<file path="src/rtl/car_pkg.sv">
// Shared types and defaults for the clock-and-reset controller.
package car_pkg;

   typedef enum logic [1:0] {StHold, StRelease, StDone} seq_state_e;

   localparam int unsigned DefNumCh      = 4;
   localparam int unsigned DefDivW       = 8;
   localparam int unsigned DefDivDefault = 2;
   localparam int unsigned DefSyncStages = 2;
   localparam int unsigned DefRstGap     = 4;

   // A programmed ratio of 0 behaves as divide-by-1.
   function automatic int unsigned norm_ratio(input int unsigned r);
      return (r == 0) ? 1 : r;
   endfunction

endpackage

</file>
<file path="src/rtl/car_div_ch.sv">
// One channel's programmable divider: registered enable pulse, 50% toggle output and a
// shadowed ratio that is applied on a period boundary.
module car_div_ch
   import car_pkg::*;
#(
   parameter int unsigned DIV_W       = DefDivW,
   parameter int unsigned DIV_DEFAULT = DefDivDefault
) (
   input  logic             clk,
   input  logic             rst,
   input  logic             ch_rst,
   input  logic             en,
   input  logic [DIV_W-1:0] div_ratio,
   input  logic             div_load,
   output logic             clk_en,
   output logic             clk_div
);

   localparam logic [DIV_W-1:0] RatioRst = DIV_W'(norm_ratio(DIV_DEFAULT));
   localparam logic [DIV_W-1:0] One      = DIV_W'(1);

   logic [DIV_W-1:0] cnt_q, cnt_d, ratio_q, ratio_d, shadow_q, shadow_d, ratio_eff;
   logic             pend_q, pend_d, pend_any;
   logic             clk_en_d, clk_div_d;
   logic             active, apply_imm, wrap;

   always_comb begin
      active    = ~ch_rst & en;
      // Idle or sitting at the start of a fresh period: a new ratio can take over at once.
      apply_imm = ~active | ((cnt_q == '0) & ~clk_en);
      shadow_d  = div_load ? div_ratio : shadow_q;
      pend_any  = div_load | pend_q;
      ratio_eff = (pend_any & apply_imm) ? DIV_W'(norm_ratio(32'(shadow_d))) : ratio_q;
      // >= rather than == so a ratio shrunk while idle cannot strand the counter.
      wrap      = active & (cnt_q >= ratio_eff - One);

      ratio_d   = ratio_q;
      pend_d    = pend_any;
      if (pend_any & (apply_imm | wrap)) begin
         ratio_d = DIV_W'(norm_ratio(32'(shadow_d)));
         pend_d  = 1'b0;
      end

      cnt_d     = cnt_q;
      clk_en_d  = 1'b0;
      clk_div_d = clk_div;
      if (active) begin
         if (wrap) begin
            cnt_d     = '0;
            clk_en_d  = 1'b1;
            clk_div_d = ~clk_div;
         end else begin
            cnt_d = cnt_q + One;
         end
      end
   end

   always_ff @(posedge clk or posedge rst) begin
      if (rst) begin
         cnt_q    <= '0;
         ratio_q  <= RatioRst;
         shadow_q <= DIV_W'(DIV_DEFAULT);
         pend_q   <= 1'b0;
         clk_en   <= 1'b0;
         clk_div  <= 1'b0;
      end else begin
         cnt_q    <= cnt_d;
         ratio_q  <= ratio_d;
         shadow_q <= shadow_d;
         pend_q   <= pend_d;
         clk_en   <= clk_en_d;
         clk_div  <= clk_div_d;
      end
   end

endmodule

</file>
<file path="src/rtl/car_ctrl.sv">
// Clock-and-reset controller: reset-deassert synchroniser, staggered per-channel reset
// release sequencer and one divider per channel.
module car_ctrl
   import car_pkg::*;
#(
   parameter int unsigned NUM_CH      = DefNumCh,
   parameter int unsigned DIV_W       = DefDivW,
   parameter int unsigned DIV_DEFAULT = DefDivDefault,
   parameter int unsigned SYNC_STAGES = DefSyncStages,
   parameter int unsigned RST_GAP     = DefRstGap
) (
   input  logic                    clk,
   input  logic                    rst,
   input  logic [NUM_CH-1:0]       en,
   input  logic [NUM_CH*DIV_W-1:0] div_ratio,
   input  logic [NUM_CH-1:0]       div_load,
   output logic [NUM_CH-1:0]       clk_en,
   output logic [NUM_CH-1:0]       clk_div,
   output logic [NUM_CH-1:0]       rst_out,
   output logic                    seq_done
);

   localparam int unsigned GapW = (RST_GAP > 1) ? $clog2(RST_GAP) : 1;
   localparam int unsigned IdxW = (NUM_CH > 1) ? $clog2(NUM_CH) : 1;
   localparam logic [GapW-1:0] GapLoad = GapW'(RST_GAP - 1);
   localparam logic [IdxW-1:0] LastCh  = IdxW'(NUM_CH - 1);

   logic [SYNC_STAGES-1:0] sync_q;
   logic                   rst_sync;
   seq_state_e             state_q;
   logic [GapW-1:0]        gap_q;
   logic [IdxW-1:0]        idx_q;

   always_ff @(posedge clk or posedge rst) begin
      if (rst) begin
         sync_q <= '1;
      end else begin
         sync_q <= {sync_q[SYNC_STAGES-2:0], 1'b0};
      end
   end

   assign rst_sync = sync_q[SYNC_STAGES-1];

   always_ff @(posedge clk or posedge rst) begin
      if (rst) begin
         state_q  <= StHold;
         gap_q    <= '0;
         idx_q    <= '0;
         rst_out  <= '1;
         seq_done <= 1'b0;
      end else begin
         unique case (state_q)
            StHold: begin
               if (!rst_sync) begin
                  rst_out[0] <= 1'b0;
                  gap_q      <= GapLoad;
                  idx_q      <= IdxW'(1);
                  if (NUM_CH == 1) begin
                     seq_done <= 1'b1;
                     state_q  <= StDone;
                  end else begin
                     state_q <= StRelease;
                  end
               end
            end
            StRelease: begin
               if (gap_q == '0) begin
                  rst_out[idx_q] <= 1'b0;
                  gap_q          <= GapLoad;
                  if (idx_q == LastCh) begin
                     seq_done <= 1'b1;
                     state_q  <= StDone;
                  end else begin
                     idx_q <= idx_q + IdxW'(1);
                  end
               end else begin
                  gap_q <= gap_q - GapW'(1);
               end
            end
            StDone: ;
            default: state_q <= StHold;
         endcase
      end
   end

   for (genvar i = 0; i < NUM_CH; i++) begin : g_ch
      car_div_ch #(
         .DIV_W      (DIV_W),
         .DIV_DEFAULT(DIV_DEFAULT)
      ) u_div (
         .clk      (clk),
         .rst      (rst),
         .ch_rst   (rst_out[i]),
         .en       (en[i]),
         .div_ratio(div_ratio[i*DIV_W +: DIV_W]),
         .div_load (div_load[i]),
         .clk_en   (clk_en[i]),
         .clk_div  (clk_div[i])
      );
   end

endmodule

</file>
<file path="config.mk">
export PLATFORM = sky130hd
export DESIGN_NAME = car_ctrl
export DESIGN_NICKNAME = d
export VERILOG_FILES = /design/src/rtl/car_pkg.sv /design/src/rtl/car_div_ch.sv /design/src/rtl/car_ctrl.sv
export SDC_FILE = /design/constraint.sdc
export NUM_CORES = 1
export LEC_CHECK = 0
export CORE_MARGIN = 2
export CORE_UTILIZATION = 35
export CTS_CLUSTER_SIZE = 40
export DETAILED_ROUTE_END_ITERATION = 8
export PLACE_DENSITY = 0.58
export SLEW_MARGIN = 20
export SYNTH_ARGS = -nofsm -noshare
export SYNTH_HDL_FRONTEND = slang
export SYNTH_SLANG_ARGS = --single-unit
</file>
<file path="constraint.sdc">
create_clock -name clk -period 4.1 [get_ports clk]
set_input_delay 1.23 -clock clk [delete_from_list [all_inputs] [get_ports clk]]
set_output_delay 1.23 -clock clk [all_outputs]
set_load 0.1 [all_outputs]
</file>
* Word level (Yosys, flattened, before mapping) *
Cells that the tools add are included.
Widths: inputs -> output; s select.

cells by class
  add/subtract/negate cells = 10
  magnitude comparators = 6
  equal/unequal tests = 7
  mux-type cells = 43
  bitwise gates (word level) = 51
  reductions and logical operators = 22

operators with widths
  operator             count
  $mux 8               16
  $logic_not 8->1      8
  $add 8x1->8 const B  4
  $ge 8x8->1           4
  $sub 8x1->8 const B  4
  $and 1x1->1          20
  $not 1->1            17
  $mux 1               15
  $mux 2               7
  $or 1x1->1           12
  $reduce_and 2->1     6
  $ne 2x2->1 const B   4
  $pmux 2 s2           2
  $reduce_and 4->1     2
  $pmux 2 s3           1
  $reduce_and 3->1     2
  $and 4x4->4          1
  $eq 2x2->1 const B   2
  $logic_not 2->1      2
  $not 4->4            1
  $lt 2x3->1 const B   1
  $add 2x1->2 const B  1
  $demux 1 s2          1
  $eq 2x1->1 const B   1
  5 further kinds      5

word-level totals
  register bits = 121
  input bits = 42
  output and inout bits = 13
  word-level logic and storage cells = 170

* Longest topological paths before layout *
Gate-level depths: netlist of the first run.

  depth after elaboration = 12
  depth in mapped cells = 21
  gate-level depth less buffers = 19

* Hierarchy *
Synthesis of the first run repeated with hierarchy kept, for this count alone.

second synthesis, totals
  cells, all modules = 702
  area, all modules = 7,395.8 µm²

by module, submodules not included
  module      times used  cells each  area each (µm²)  sequential area each (µm²)
  car_div_ch  4           163         1,697.9          678.2
  car_ctrl    1           50          604.3            332.8

* Least setup slack after synthesis of the first run *
No wires, ideal clock.

  path type = input to register
  start point = input div_load[3]
  end point = register g_ch[3].u_div.ratio_q[0]
  library setup time = 0.125 ns
  arrival time = 4.938 ns
  data required time = 3.975 ns
  slack = -0.963 ns
  stages on the path = 18
  buffers on the path = 3
  path through = clkbuf_1 buf_2 nor2_1 nor2_1 clkbuf_1 mux2i_1 ha_1 inv_1 or3_1 nor2_1 xnor2_1 nand2_1 o21ai_0 ha_1 and4_1 a221oi_2 a21oi_1 mux2_2

between the ends
  longest elaborated chain between the ends = 9
  elaborated cells on any way between the ends = 11
  classes of those cells = add/sub (1); order compare (1); mux (3); bitwise (5); reduce/logical (1)

ends and longest elaborated chain
  element               line              source
  from (decl)           car_ctrl.sv:16    input logic [NUM_CH-1:0] div_load,
  $mux 8                car_div_ch.sv:31  shadow_d = div_load ? div_ratio : shadow_q;
  $logic_not 8->1       car_pkg.sv:14     return (r == 0) ? 1 : r;
  $mux 8                car_pkg.sv:14
  $mux 8                car_div_ch.sv:33  ratio_eff = (pend_any & apply_imm) ? DIV_W'(norm_ratio(32'(shadow_d))) : ratio_q;
  $sub 8x1->8           car_div_ch.sv:35  wrap = active & (cnt_q >= ratio_eff - One);
  $ge 8x8->1            car_div_ch.sv:35
  $and 1x1->1           car_div_ch.sv:35
  $or 1x1->1            car_div_ch.sv:39  if (pend_any & (apply_imm | wrap)) begin
  $and 1x1->1           car_div_ch.sv:39
  to (signal assigned)  car_div_ch.sv:61  ratio_q <= RatioRst;
  to (signal assigned)  car_div_ch.sv:68  ratio_q <= ratio_d;
  to (decl)             car_div_ch.sv:22  logic [DIV_W-1:0] cnt_q, cnt_d, ratio_q, ratio_d, shadow_q, shadow_d, ratio_eff;

Several ways; a longest one is shown, not always the timed one.
A chain may end at the register's enable or synchronous reset.

* Final worst setup path of the first run *
  start point = input div_load[1]
  end point = register g_ch[1].u_div.ratio_q[7]

between the ends
  longest elaborated chain between the ends = 9
  elaborated cells on any way between the ends = 11
  classes of those cells = add/sub (1); order compare (1); mux (3); bitwise (5); reduce/logical (1)

ends and longest elaborated chain
  element                        line
  $mux 8 *                       car_div_ch.sv:31
  net g_ch[1].u_div.shadow_d[0]  car_div_ch.sv:22
  $logic_not 8->1                car_pkg.sv:14
  $mux 8 *                       car_pkg.sv:14
  $mux 8                         car_div_ch.sv:33
  $sub 8x1->8                    car_div_ch.sv:35
  $ge 8x8->1                     car_div_ch.sv:35
  $and 1x1->1                    car_div_ch.sv:35
  $or 1x1->1                     car_div_ch.sv:39
  $and 1x1->1                    car_div_ch.sv:39
  to (signal assigned)           car_div_ch.sv:61
  to (signal assigned)           car_div_ch.sv:68
  to (decl)                      car_div_ch.sv:22

The timed path passes the listed nets; every way through them passes the cells marked *.

==> reports/results.ini, run 1 <==
[status]
outcome = finished with violations
violations = setup timing

[power_and_ir_drop]
switching_share_pct = 37.3
p_switching_w = 0.00259
cellPowerDensity_mw_per_mm2 = 666
p_leak_nw = 4.72
internal_power_w = 0.00435
p_seq_share_pct = 28.0
comb_power_share_pct = 48.4
vdd_ir_drop_max_mv = 0.385
total_power_w = 0.00694
clkPwrFrac_pct = 23.7

[clock_tree]
clock-root-buffer = clkbuf_16
clock_path_buffers = 2
cts_hold_buf = 0
clock-sinks = 121
cts.reportedPaths.clkPinSlew_ns = 0.06
cts_tree = done
clkLatencyLatePin_ns = 0.41
cts_max_level = 4
cts_buffers = 17

[floorplan]
die_w_um = 147
rows = 52
core_area_mm2 = 0.0202
start_util_pct = 35.5
dieArea_mm2 = 0.0216
io_pins = 55
die_y_um = 147

[cells_and_area]
final_cells = 1176
finalNetCount = 984
utilization_pct = 51.7
area_growth_pct = 45.5
final.fill_count = 1840
drive_gt1_share_pct = 41.4
num_antenna_cells = 0

[timing]
final.setup.worst_slack_ns = -0.0827
finalHoldWorstSlack_ns = 0.355
setup_viol_count_final = 15
finalCriticalPeriod_ns = 4.18
finalHoldViolations = 0
maxSlewViolCount = 0
fin_crit_sh_pct = 102
rsz0062_at_grt = yes
finClkSkew_ns = 0.00813
worst_pin_slew_ns = 0.978
fmax_mhz = 239
max_slew_margin_pct = 34.6

[synthesis]
seq_area_frac_synth_pct = 42.5
syn_inst = 705
yosysTopAreaCell = dfrtp_1
synthTopCellsByArea = dfrtp_1 (37%), ha_1 (8.6%), mux2_2 (8.0%)
ys_ff_latch = 121
async_flop_share_pct = 100
avgSynthCellArea_um2 = 10.2
synth.distinct_cells = 59
yosys_warnings = 0
synth_nets = 796
synth-edff-count = 0
netlist_area_mm2 = 0.00717
yosysTopAreaCellShare_pct = 37.4
ys.flop_type = dfrtp_1

[placed_design]
placed_cells = 1106
place_ws_ns = -1.11
routabilityCongestion = 0.809
hpwl_um = 11600
io_buffers = 54

[global_routing]
use_met1_pct = 21.6
grt_max_degree = 56
grt_usage_pct = 16.1
grt_pass1_wl_um = 28300
grt_busiest_layer = met2
grt_use_met3_pct = 3.73
met2_usage_pct = 26.4
grt_pass1_vias = 5807
antenna_found_initial = 0
grt_overflow = 0

[critical_path]
worst-endpoint-required_ns = 4.40
endpoint_kind = flop
worstSetupPathType = primary input to flop
start_kind = primary input
crit_arrival_ns = 4.48
path_max_fanout = 9
r2r_slack_ns = 0.11

[routing]
wire_per_inst_um = 14.1
via_count = 5754
drtPass1Iterations = 6
routed_wl_um = 16600
drc_errors = 0
final_antenna_net_count = 0
drt_iter0_drc = 154
drt-vias-per-instance = 4.89

[job]
drv_cap = 0

[min_path]
hold_class = flop to flop

## critical path: stages
cell and delay (ns):
buf_12 0.12, mux2_4 0.32, a31oi_4 0.17, nand2_1 0.09
o21ai_2 0.07, ha_2 0.24, inv_4 0.05, or3_4 0.38
xor2_1 0.15, nor2_1 0.13, a21oi_2 0.05, ha_2 0.16
a21o_1 0.14, a21o_1 0.17, a221o_2 0.34, o22a_1 0.22
buf_6 0.16, mux2_4 0.29
## final timing paths
check	from	endpoint	cells past startpoint
max	div_load[1]	g_ch[1].u_div.ratio_q[7]	18
min in group asynchronous	rst	g_ch[3].u_div.clk_div	2
max reg2reg	g_ch[1].u_div.cnt_q[0]	g_ch[1].u_div.ratio_q[7]	20
min reg2reg	sync_q[0]	sync_q[1]	0
max in group asynchronous	rst	g_ch[1].u_div.shadow_q[1]	3
min	sync_q[0]	sync_q[1]	0
## per-layer routing
| metal | vias to the layer above | wire length (um) |
|---|---|---|
| met5 | - | 0 |
| met3 | 13 | 388 |
| li1 | 2905 | - |
| met1 | 2792 | 7980 |
| met4 | 0 | 170 |
| met2 | 44 | 8080 |
## state kept, by name, summed over array words and instances (netlist names)
signal / count
state_q: 2
g_ch.u_div.cnt_q: 32
g_ch.u_div.clk_en: 4
g_ch.u_div.shadow_q: 32
idx_q: 2
seq_done: 1
g_ch.u_div.clk_div: 4
rst_out: 4
sync_q: 2
g_ch.u_div.pend_q: 4
g_ch.u_div.ratio_q: 32
gap_q: 2
## cells by family after synthesis
| logic type | Yosys count | share of synthesized area (%) |
|---|---|---|
| DFF | 121 | 42.5 |
| and+or+nand+nor | 210 | 14.6 |
| buffers and inverters | 61 | 4.05 |
| muxes | 77 | 12.1 |
| other | 1 | 0.0523 |
| xor gates and xnor gates | 45 | 5.50 |
| AOI/OAI and AO/OA | 141 | 12.6 |
| adders and majority gates | 49 | 8.55 |
## cells in the mapped netlist, drive strengths merged (4+ instances only)
cell,instances
nor2b,8
nor3,22
a22o,6
mux2i,19
or4,5
a21boi,4
o21ai,34
or3,8
clkbuf,11
nand2b,16
a21o,13
and3,4
dfstp,14
nor4,9
nor2,60
nand3,19
o31ai,6
dfrtp,107
nand4,4
xor2,22
ha,49
mux2,58
o22ai,8
a31oi,6
a22oi,4
a21oi,39
xnor2,23
inv,34
nand2,40
buf,16
## final cells by class
class,instances,area [um^2],area share (%)
Multi-Input combinational cell,523,4570,43.8
Clock buffer,17,425,4.08
Sequential cell,121,3050,29.2
Timing Repair Buffer,196,1700,16.3
Clock inverter,15,223,2.14
Tap cell,270,338,3.24
Inverter,34,134,1.28
## through the flow
stage	area, um^2	TNS (ns)
final	10400	-0.896
after global routing	10400	-2.65
after CTS	10100	-0.530
after detailed placement	9010	-59.62
after global placement	9010	-56.95
after floorplan	7600	-6.78
## power by group through the flow
| stage | Combinational [W] | Clock (W) | Sequential, W |
|---|---|---|---|
| 6_report | 0.00336 | 0.00164 | 0.00194 |
| 5_1_grt | 0.00371 | 0.00175 | 0.00200 |
| 4_1_cts | 0.00319 | 0.00169 | 0.00194 |
| 3_5_place_dp | 0.00291 | 0 | 0.00194 |
| 3_3_place_gp | 0.00286 | 0 | 0.00194 |
| 2_1_floorplan | 0.00219 | 0 | 0.00186 |
## cells in the final DEF (no fill, tap or decap), types with 6 or more instances in the layout
cell             netlist  final
a21oi_1               38     28
dfrtp_1              107    107
clkbuf_2               0      9
xor2_1                22     22
dlygate4sd2_1          0      9
mux2_2                51     33
mux2i_1               19     14
mux2_4                 7     25
clkbuf_16              0     17
nand2_1               40     37
nor4_1                 9      7
nor3_1                22     19
a22o_1                 6      6
a21oi_4                0      6
ha_2                   0      6
o21ai_2                0      8
nor2_4                 0      7
nor2_1                60     42
nor2b_1                8      8
clkdlybuf4s50_1        0     11
or3_1                  8      6
nor2_2                 0     11
dlymetal6s2s_1         0      6
o21ai_0               34     20
xnor2_1               23     22
ha_1                  49     42
buf_6                  1     22
dfstp_2               14     14
a21o_1                13     12
nand3_1               19     16
nand2b_1              16     11
inv_1                 34     30
buf_4                 14    122
## timing repair
| action | in CTS | in global routing |
|---|---|---|
| gates resized for setup | 133 | 83 |
| cloned | 1 | 0 |
| setup endpoints to repair | 76 | 65 |
| pin swaps | 57 | 47 |
| setup buffers | 24 | 15 |
Power figures use the tool's default switching activity.
==> inputs of run 2 (changes only) <==
CELL_PAD_IN_SITES_DETAIL_PLACEMENT = 0   (was unset)
CELL_PAD_IN_SITES_GLOBAL_PLACEMENT = 2   (was unset)
PLACE_DENSITY = 0.81   (was 0.58)
==> reports/results.ini, run 2 (same netlist as run 1, synthesis figures left out) <==
[timing]
finalHoldViolations = 0  ; unchanged
rsz0062_at_grt = yes
worst_pin_slew_ns = 0.983  ; +0.00515 ns
fin_crit_sh_pct = 100  ; -1.9 points
fmax_mhz = 244  ; +1.9%
finalCriticalPeriod_ns = 4.10  ; -0.0789 ns
max_slew_margin_pct = 34.2  ; -0.34 points
final.setup.worst_slack_ns = -0.00388  ; +0.0789 ns
setup_viol_count_final = 2  ; -13
maxSlewViolCount = 0  ; unchanged
finClkSkew_ns = 0.00779  ; -0.000346 ns

[critical_path]
r2r_slack_ns = 0.17  ; +0.06 ns
crit_arrival_ns = 4.41  ; -0.07 ns
path_max_fanout = 8  ; -1
critPathBufInv = 3  ; unchanged
worstSetupPathType = primary input to flop
crit_top_cell = a21oi_4
r2r_cells = 19  ; -5.0%
worst-endpoint-required_ns = 4.40  ; about the same
reg2reg_from = g_ch[3].u_div.cnt_q[0]
cp_top_family = simple AND/OR/NAND/NOR gates
cp_cell_sequence = buf_6 -> or4b_4 -> o22ai_4 -> a31oi_4 -> nand2_2 -> o21ai_4 -> ha_4 -> and3_4 -> o21ai_2 -> xnor2_1 -> mux2i_1 -> ha_1 -> buf_4 -> nand4_1 -> nor2_2 -> a21oi_4 -> a21oi_4 -> buf_12 -> mux2_4
critPathMaxStageDelay_ns = 0.54  ; +0.16 ns
endpoint_kind = flop
crit_slowest_cell = or4b_4
start_kind = primary input
r2r_end = g_ch[3].u_div.ratio_q[4]
startpoint = div_ratio[18]
cp.depth = 19  ; +1

[cells_and_area]
final_common_cell = buf_4
utilization_pct = 51.9  ; +0.18 points
drive_gt1_share_pct = 40.6  ; -0.77 points
num_antenna_cells = 0  ; unchanged
final_cell_mix = buf_4 (130), dfrtp_1 (107), nor2_1 (45), ha_1 (41), nand2_1 (37)
finalNetCount = 984  ; unchanged
final.fill_count = 1787  ; -2.9%
area_growth_pct = 46.0
top_regs = g_ch.u_div.cnt_q x32, g_ch.u_div.ratio_q x32, g_ch.u_div.shadow_q x32
design_area_mm2 = 0.0105  ; +0.35%

[status]
violations = setup timing
outcome = finished with violations

[floorplan]
die_y_um = 147  ; unchanged
die_w_um = 147  ; unchanged
start_util_pct = 35.5  ; unchanged
dieArea_mm2 = 0.0216  ; unchanged
rows = 52  ; unchanged
io_pins = 55  ; unchanged
core_area_mm2 = 0.0202  ; unchanged

[min_path]
whs_endpoint = sync_q[1]
worstHoldPathCells = 0  ; unchanged
hold_class = flop to flop
hold_start = sync_q[0]

[global_routing]
grt_pass1_wl_um = 29600  ; +4.8%
grt_pass1_vias = 6046  ; +4.1%
grt_usage_pct = 16.8  ; +0.70 points
grt_max_degree = 60  ; +7.1%
antenna_found_initial = 0  ; unchanged
grt_overflow = 0  ; unchanged

[routing]
drc_errors = 0  ; unchanged
drt_iter0_drc = 185  ; +20%
routed_wl_um = 17700  ; +6.4%
wire_per_inst_um = 15.0  ; +6.4%
drt-vias-per-instance = 4.97  ; +1.5%
final_antenna_net_count = 0  ; unchanged
drtPass1Iterations = 4  ; -2
via_count = 5840  ; +1.5%

[placed_design]
routabilityCongestion = 0.855  ; +5.7%
hpwl_um = 12600  ; +8.2%
place_area_mm2 = 0.00906  ; +0.50%
io_buffers = 54  ; unchanged

[power_and_ir_drop]
cellPowerDensity_mw_per_mm2 = 678  ; +1.9%
vdd_ir_drop_max_mv = 0.461  ; +20%
p_leak_nw = 4.76  ; +0.71%

[clock_tree]
cts_hold_buf = 0  ; unchanged
cts_tree = done
clock-sinks = 121  ; unchanged
cts.reportedPaths.clkPinSlew_ns = 0.06  ; about the same
cts_max_level = 4  ; unchanged
clock_path_buffers = 2  ; unchanged
clock-root-buffer = clkbuf_16
clkLatencyLatePin_ns = 0.42  ; about the same
cts_buffers = 17  ; unchanged

[job]
drv_cap = 0  ; unchanged

-- run 2: changes by cell type in the layout (fill, tap and decap cells not counted), moves of 3 or more --
cell | before | now
o21ai_2 | 8 | 5
mux2_2 | 33 | 26
buf_4 | 122 | 130
clkbuf_8 | 0 | 3
dlymetal6s2s_1 | 6 | 10
buf_2 | 5 | 2
nor2_1 | 42 | 45
nor2_2 | 11 | 6
clkbuf_1 | 0 | 4
mux2_4 | 25 | 32
clkinv_4 | 4 | 0
buf_6 | 22 | 17
-- run 2: cell type report --
| type | count | area, um^2 | share of cell area [%] |
|---|---|---|---|
| Multi-Input combinational cell | 523 | 4620 | 44.1 |
| Sequential cell | 121 | 3050 | 29.1 |
| Timing Repair Buffer | 196 | 1660 | 15.9 |
| Clock buffer | 24 | 482 | 4.60 |
| Tap cell | 270 | 338 | 3.23 |
| Clock inverter | 8 | 190 | 1.82 |
| Inverter | 34 | 134 | 1.28 |
-- run 2: where the power goes --
group          switching [W]  leakage [nW]  internal, W
registers           0.000376          1.43      0.00157
clock network       0.000532         0.328      0.00119
logic                0.00170          3.00      0.00173
total                0.00260          4.76      0.00449
-- run 2: worst max-delay path by stage --
stage               slack (ns)                       end
floorplan                -0.35  g_ch[1].u_div.ratio_q[2]
global route             -0.15  g_ch[2].u_div.ratio_q[6]
CTS                      -0.04  g_ch[2].u_div.ratio_q[3]
global placement         -1.06  g_ch[1].u_div.ratio_q[4]
finish                  -0.004  g_ch[2].u_div.ratio_q[3]
detailed placement       -1.17  g_ch[1].u_div.ratio_q[5]
-- run 2: timing repair --
action | CTS | global route
setup buffers | 21 | 15
resized for setup | 102 | 102
cloned | 1 | 0
setup endpoints to repair | 76 | 71
pin swaps | 57 | 65
-- run 2: worst register-to-register path, stage by stage, from the launching register on --
cell	delay, ns
dfrtp_1	0.43
inv_1	0.11
ha_1	0.15
nor4b_2	0.21
a21oi_2	0.12
nor2_4	0.19
mux2i_2	0.28
ha_2	0.22
inv_2	0.04
or3_4	0.35
nor2_4	0.13
xnor2_2	0.11
nand2_1	0.09
o21ai_2	0.09
ha_4	0.23
a21o_1	0.18
a221oi_4	0.33
a21oi_4	0.11
buf_6	0.14
mux2_4	0.30
-- run 2: through the flow --
stage | power (W) | setup WS (ns) | hold WS, ns | cells | setup TNS (ns)
after global routing | 0.00758 | -0.148 | 0.358 | 1176 | -2.40
after floorplan | 0.00405 | -0.345 | 0.345 | 705 | -6.78
after global placement | 0.00483 | -1.06 | 0.347 | 1112 | -55.27
final | 0.00710 | -0.00388 | 0.354 | 1176 | -0.00663
after detailed placement | 0.00493 | -1.17 | 0.347 | 1112 | -59.06
after CTS | 0.00688 | -0.0441 | 0.354 | 1163 | -0.267
-- run 2: metal layers --
layer | wire (um) | global-route usage [%] | vias to the layer above
li1 | - | - | 2906
met5 | 0 | 0 | -
met3 | 593 | 4.22 | 18
met4 | 259 | 5.38 | 0
met2 | 8540 | 27.3 | 75
met1 | 8300 | 22.2 | 2841
==> inputs of run 3 (changes only) <==
PLACE_DENSITY = 0.87   (was 0.81)
==> reports/results.ini, run 3 (same netlist as run 1, synthesis figures left out) <==
[critical_path]
startpoint = div_ratio[9]
r2r_end = g_ch[1].u_div.ratio_q[3]
cp.depth = 19  ; unchanged
endpoint_kind = flop
crit_slowest_cell = or4b_4
cp_top_family = compound AO/OA/AOI/OAI gates
worst-endpoint-required_ns = 4.39  ; about the same
worstSetupPathType = primary input to flop
cp_cell_sequence = buf_6 -> or4b_4 -> o22ai_4 -> a31oi_4 -> nand2_1 -> o21ai_2 -> ha_2 -> inv_2 -> or3_1 -> xor2_1 -> nor2_1 -> a21oi_1 -> ha_2 -> nand4_1 -> nor2_1 -> a221o_2 -> o22a_1 -> buf_12 -> mux2_4
crit_arrival_ns = 4.39  ; -0.02 ns
critPathMaxStageDelay_ns = 0.54  ; about the same
path_max_fanout = 8  ; unchanged
r2r_cells = 20  ; +1
r2r_slack_ns = 0.15  ; -0.02 ns
start_kind = primary input
critPathBufInv = 3  ; unchanged
reg2reg_from = g_ch[1].u_div.cnt_q[0]
crit_end = g_ch[1].u_div.ratio_q[3]

[clock_tree]
clock-root-buffer = clkbuf_16
clock_path_buffers = 2  ; unchanged
cts_tree = done
cts_buffers = 17  ; unchanged
cts_max_level = 4  ; unchanged
clock-sinks = 121  ; unchanged
clkLatencyLatePin_ns = 0.42  ; about the same
cts_hold_buf = 0  ; unchanged
cts.reportedPaths.clkPinSlew_ns = 0.05  ; about the same

[timing]
fmax_mhz = 244  ; +0.12%
setup_viol_count_final = 0  ; -2
max_slew_margin_pct = 34.0  ; -0.26 points
finalHoldViolations = 0  ; unchanged
rsz0062_at_grt = yes
maxSlewViolCount = 0  ; unchanged
fin_crit_sh_pct = 100  ; -0.12 points
worst_pin_slew_ns = 0.987  ; +0.00386 ns
finalCriticalPeriod_ns = 4.10  ; -0.00479 ns
finClkSkew_ns = 0.0102  ; +0.00246 ns
tns_ns = 0  ; +0.00663 ns

[cells_and_area]
finalNetCount = 976  ; -0.81%
final.fill_count = 1832  ; +2.5%
final_cell_mix = buf_4 (127), dfrtp_1 (107), nor2_1 (46), ha_1 (40), nand2_1 (36)
num_antenna_cells = 0  ; unchanged
seq_area_mm2 = 0.00305  ; unchanged
multiInputGateArea_mm2 = 0.00453  ; -1.9%
top_regs = g_ch.u_div.cnt_q x32, g_ch.u_div.ratio_q x32, g_ch.u_div.shadow_q x32
area_growth_pct = 42.9
final_common_cell = buf_4
utilization_pct = 50.8  ; -1.1 points
drive_gt1_share_pct = 40.1  ; -0.53 points

[power_and_ir_drop]
switching_share_pct = 37.1  ; +0.41 points
p_seq_share_pct = 28.3  ; +0.9 points
p_switching_w = 0.00254  ; -2.3%
clkPwrFrac_pct = 24.1  ; about the same
p_leak_nw = 4.62  ; -2.9%
internal_power_w = 0.00431  ; -4.0%
comb_power_share_pct = 47.5  ; -0.8 points
vdd_ir_drop_max_mv = 0.298  ; -35%
cellPowerDensity_mw_per_mm2 = 669  ; -1.3%

[routing]
wl_met3_um = 347  ; -41%
wire_per_inst_um = 14.3  ; -5.2%
drt-vias-per-instance = 4.86  ; -2.1%
final_antenna_net_count = 0  ; unchanged
drtPass1Iterations = 4  ; unchanged
wl_met2_um = 8060  ; -5.6%
routed_wl_um = 16700  ; -5.8%
drc_errors = 0  ; unchanged
drt_iter0_drc = 222  ; +20%
top_layer = met4
via_count = 5679  ; -2.8%
met1Wirelength_um = 8020  ; -3.3%

[global_routing]
grt_pass1_vias = 5689  ; -5.9%
antenna_found_initial = 0  ; unchanged
grt_overflow = 0  ; unchanged
grt_usage_pct = 16.0  ; -0.84 points
grt_pass1_wl_um = 28000  ; -5.4%
grt_max_degree = 81  ; +35%

[floorplan]
rows = 52  ; unchanged
io_pins = 55  ; unchanged
core_area_mm2 = 0.0202  ; unchanged
die_y_um = 147  ; unchanged
die_w_um = 147  ; unchanged
start_util_pct = 35.5  ; unchanged
dieArea_mm2 = 0.0216  ; unchanged

[placed_design]
hpwl_um = 12000  ; -4.7%
routabilityCongestion = 0.791  ; -7.4%
io_buffers = 54  ; unchanged

[min_path]
hold_class = flop to flop

[status]
outcome = finished, final reports clean

[job]
drv_cap = 0  ; unchanged

[run 3: changes by cell type in the layout (fill, tap and decap cells not counted), moves of 3 or more]
cell and change:
buf_4 -3, buf_6 -4, clkbuf_1 -3, clkdlybuf4s15_1 -5
clkdlybuf4s50_1 +5, clkinvlp_4 +3, dlygate4sd2_1 +4, dlymetal6s2s_1 -4
mux2_2 +7, mux2_4 -7
[run 3: final cells by class]
class / instances / share of cell area, %
multi-input combinational: 523 / 44.2
sequential: 121 / 29.7
timing repair buffer: 188 / 15.1
clock buffer: 20 / 4.46
tap: 270 / 3.30
clock inverter: 12 / 1.92
inverter: 34 / 1.28
[run 3: worst min-delay path by stage]
stage	startpoint	endpoint	depth (start not counted)
after floorplan	sync_q[0]	sync_q[1]	0
after detailed placement	sync_q[0]	sync_q[1]	0
after global routing	sync_q[0]	sync_q[1]	0
final	sync_q[0]	sync_q[1]	0
after CTS	sync_q[0]	sync_q[1]	0
after global placement	sync_q[0]	sync_q[1]	0
[run 3: power groups by stage]
stage	sequential (W)	combinational (W)	clock (W)
after floorplan	0.00186	0.00219	0
after global placement	0.00194	0.00294	0
after detailed placement	0.00195	0.00298	0
after CTS	0.00194	0.00313	0.00170
after global routing	0.00200	0.00360	0.00175
final	0.00194	0.00326	0.00166
[run 3: per-stage QoR]
| step | hold WS [ns] | instance area, um^2 | setup slack, ns | total power, W | std cells |
|---|---|---|---|---|---|
| final | 0.356 | 10200 | 0.000910 | 0.00686 | 1168 |
| after global routing | 0.366 | 10200 | -0.144 | 0.00735 | 1168 |
| after CTS | 0.360 | 9960 | -0.0572 | 0.00677 | 1160 |
| after detailed placement | 0.352 | 9090 | -1.01 | 0.00493 | 1116 |
| after global placement | 0.346 | 9090 | -0.973 | 0.00489 | 1116 |
| after floorplan | 0.345 | 7600 | -0.345 | 0.00405 | 705 |
[run 3: what timing repair did]
action | CTS | global route
resized for setup | 95 | 81
pin swaps | 59 | 58
buffers inserted | 14 | 11
endpoints found under the setup margin | 76 | 70
gates cloned | 1 | 0
[run 3: per-layer routing]
layer  up-vias  track usage [%]
met5         -                0
met4         0             5.77
met3        16             2.89
met2        49             26.1
met1      2737             21.4
li1       2877                -
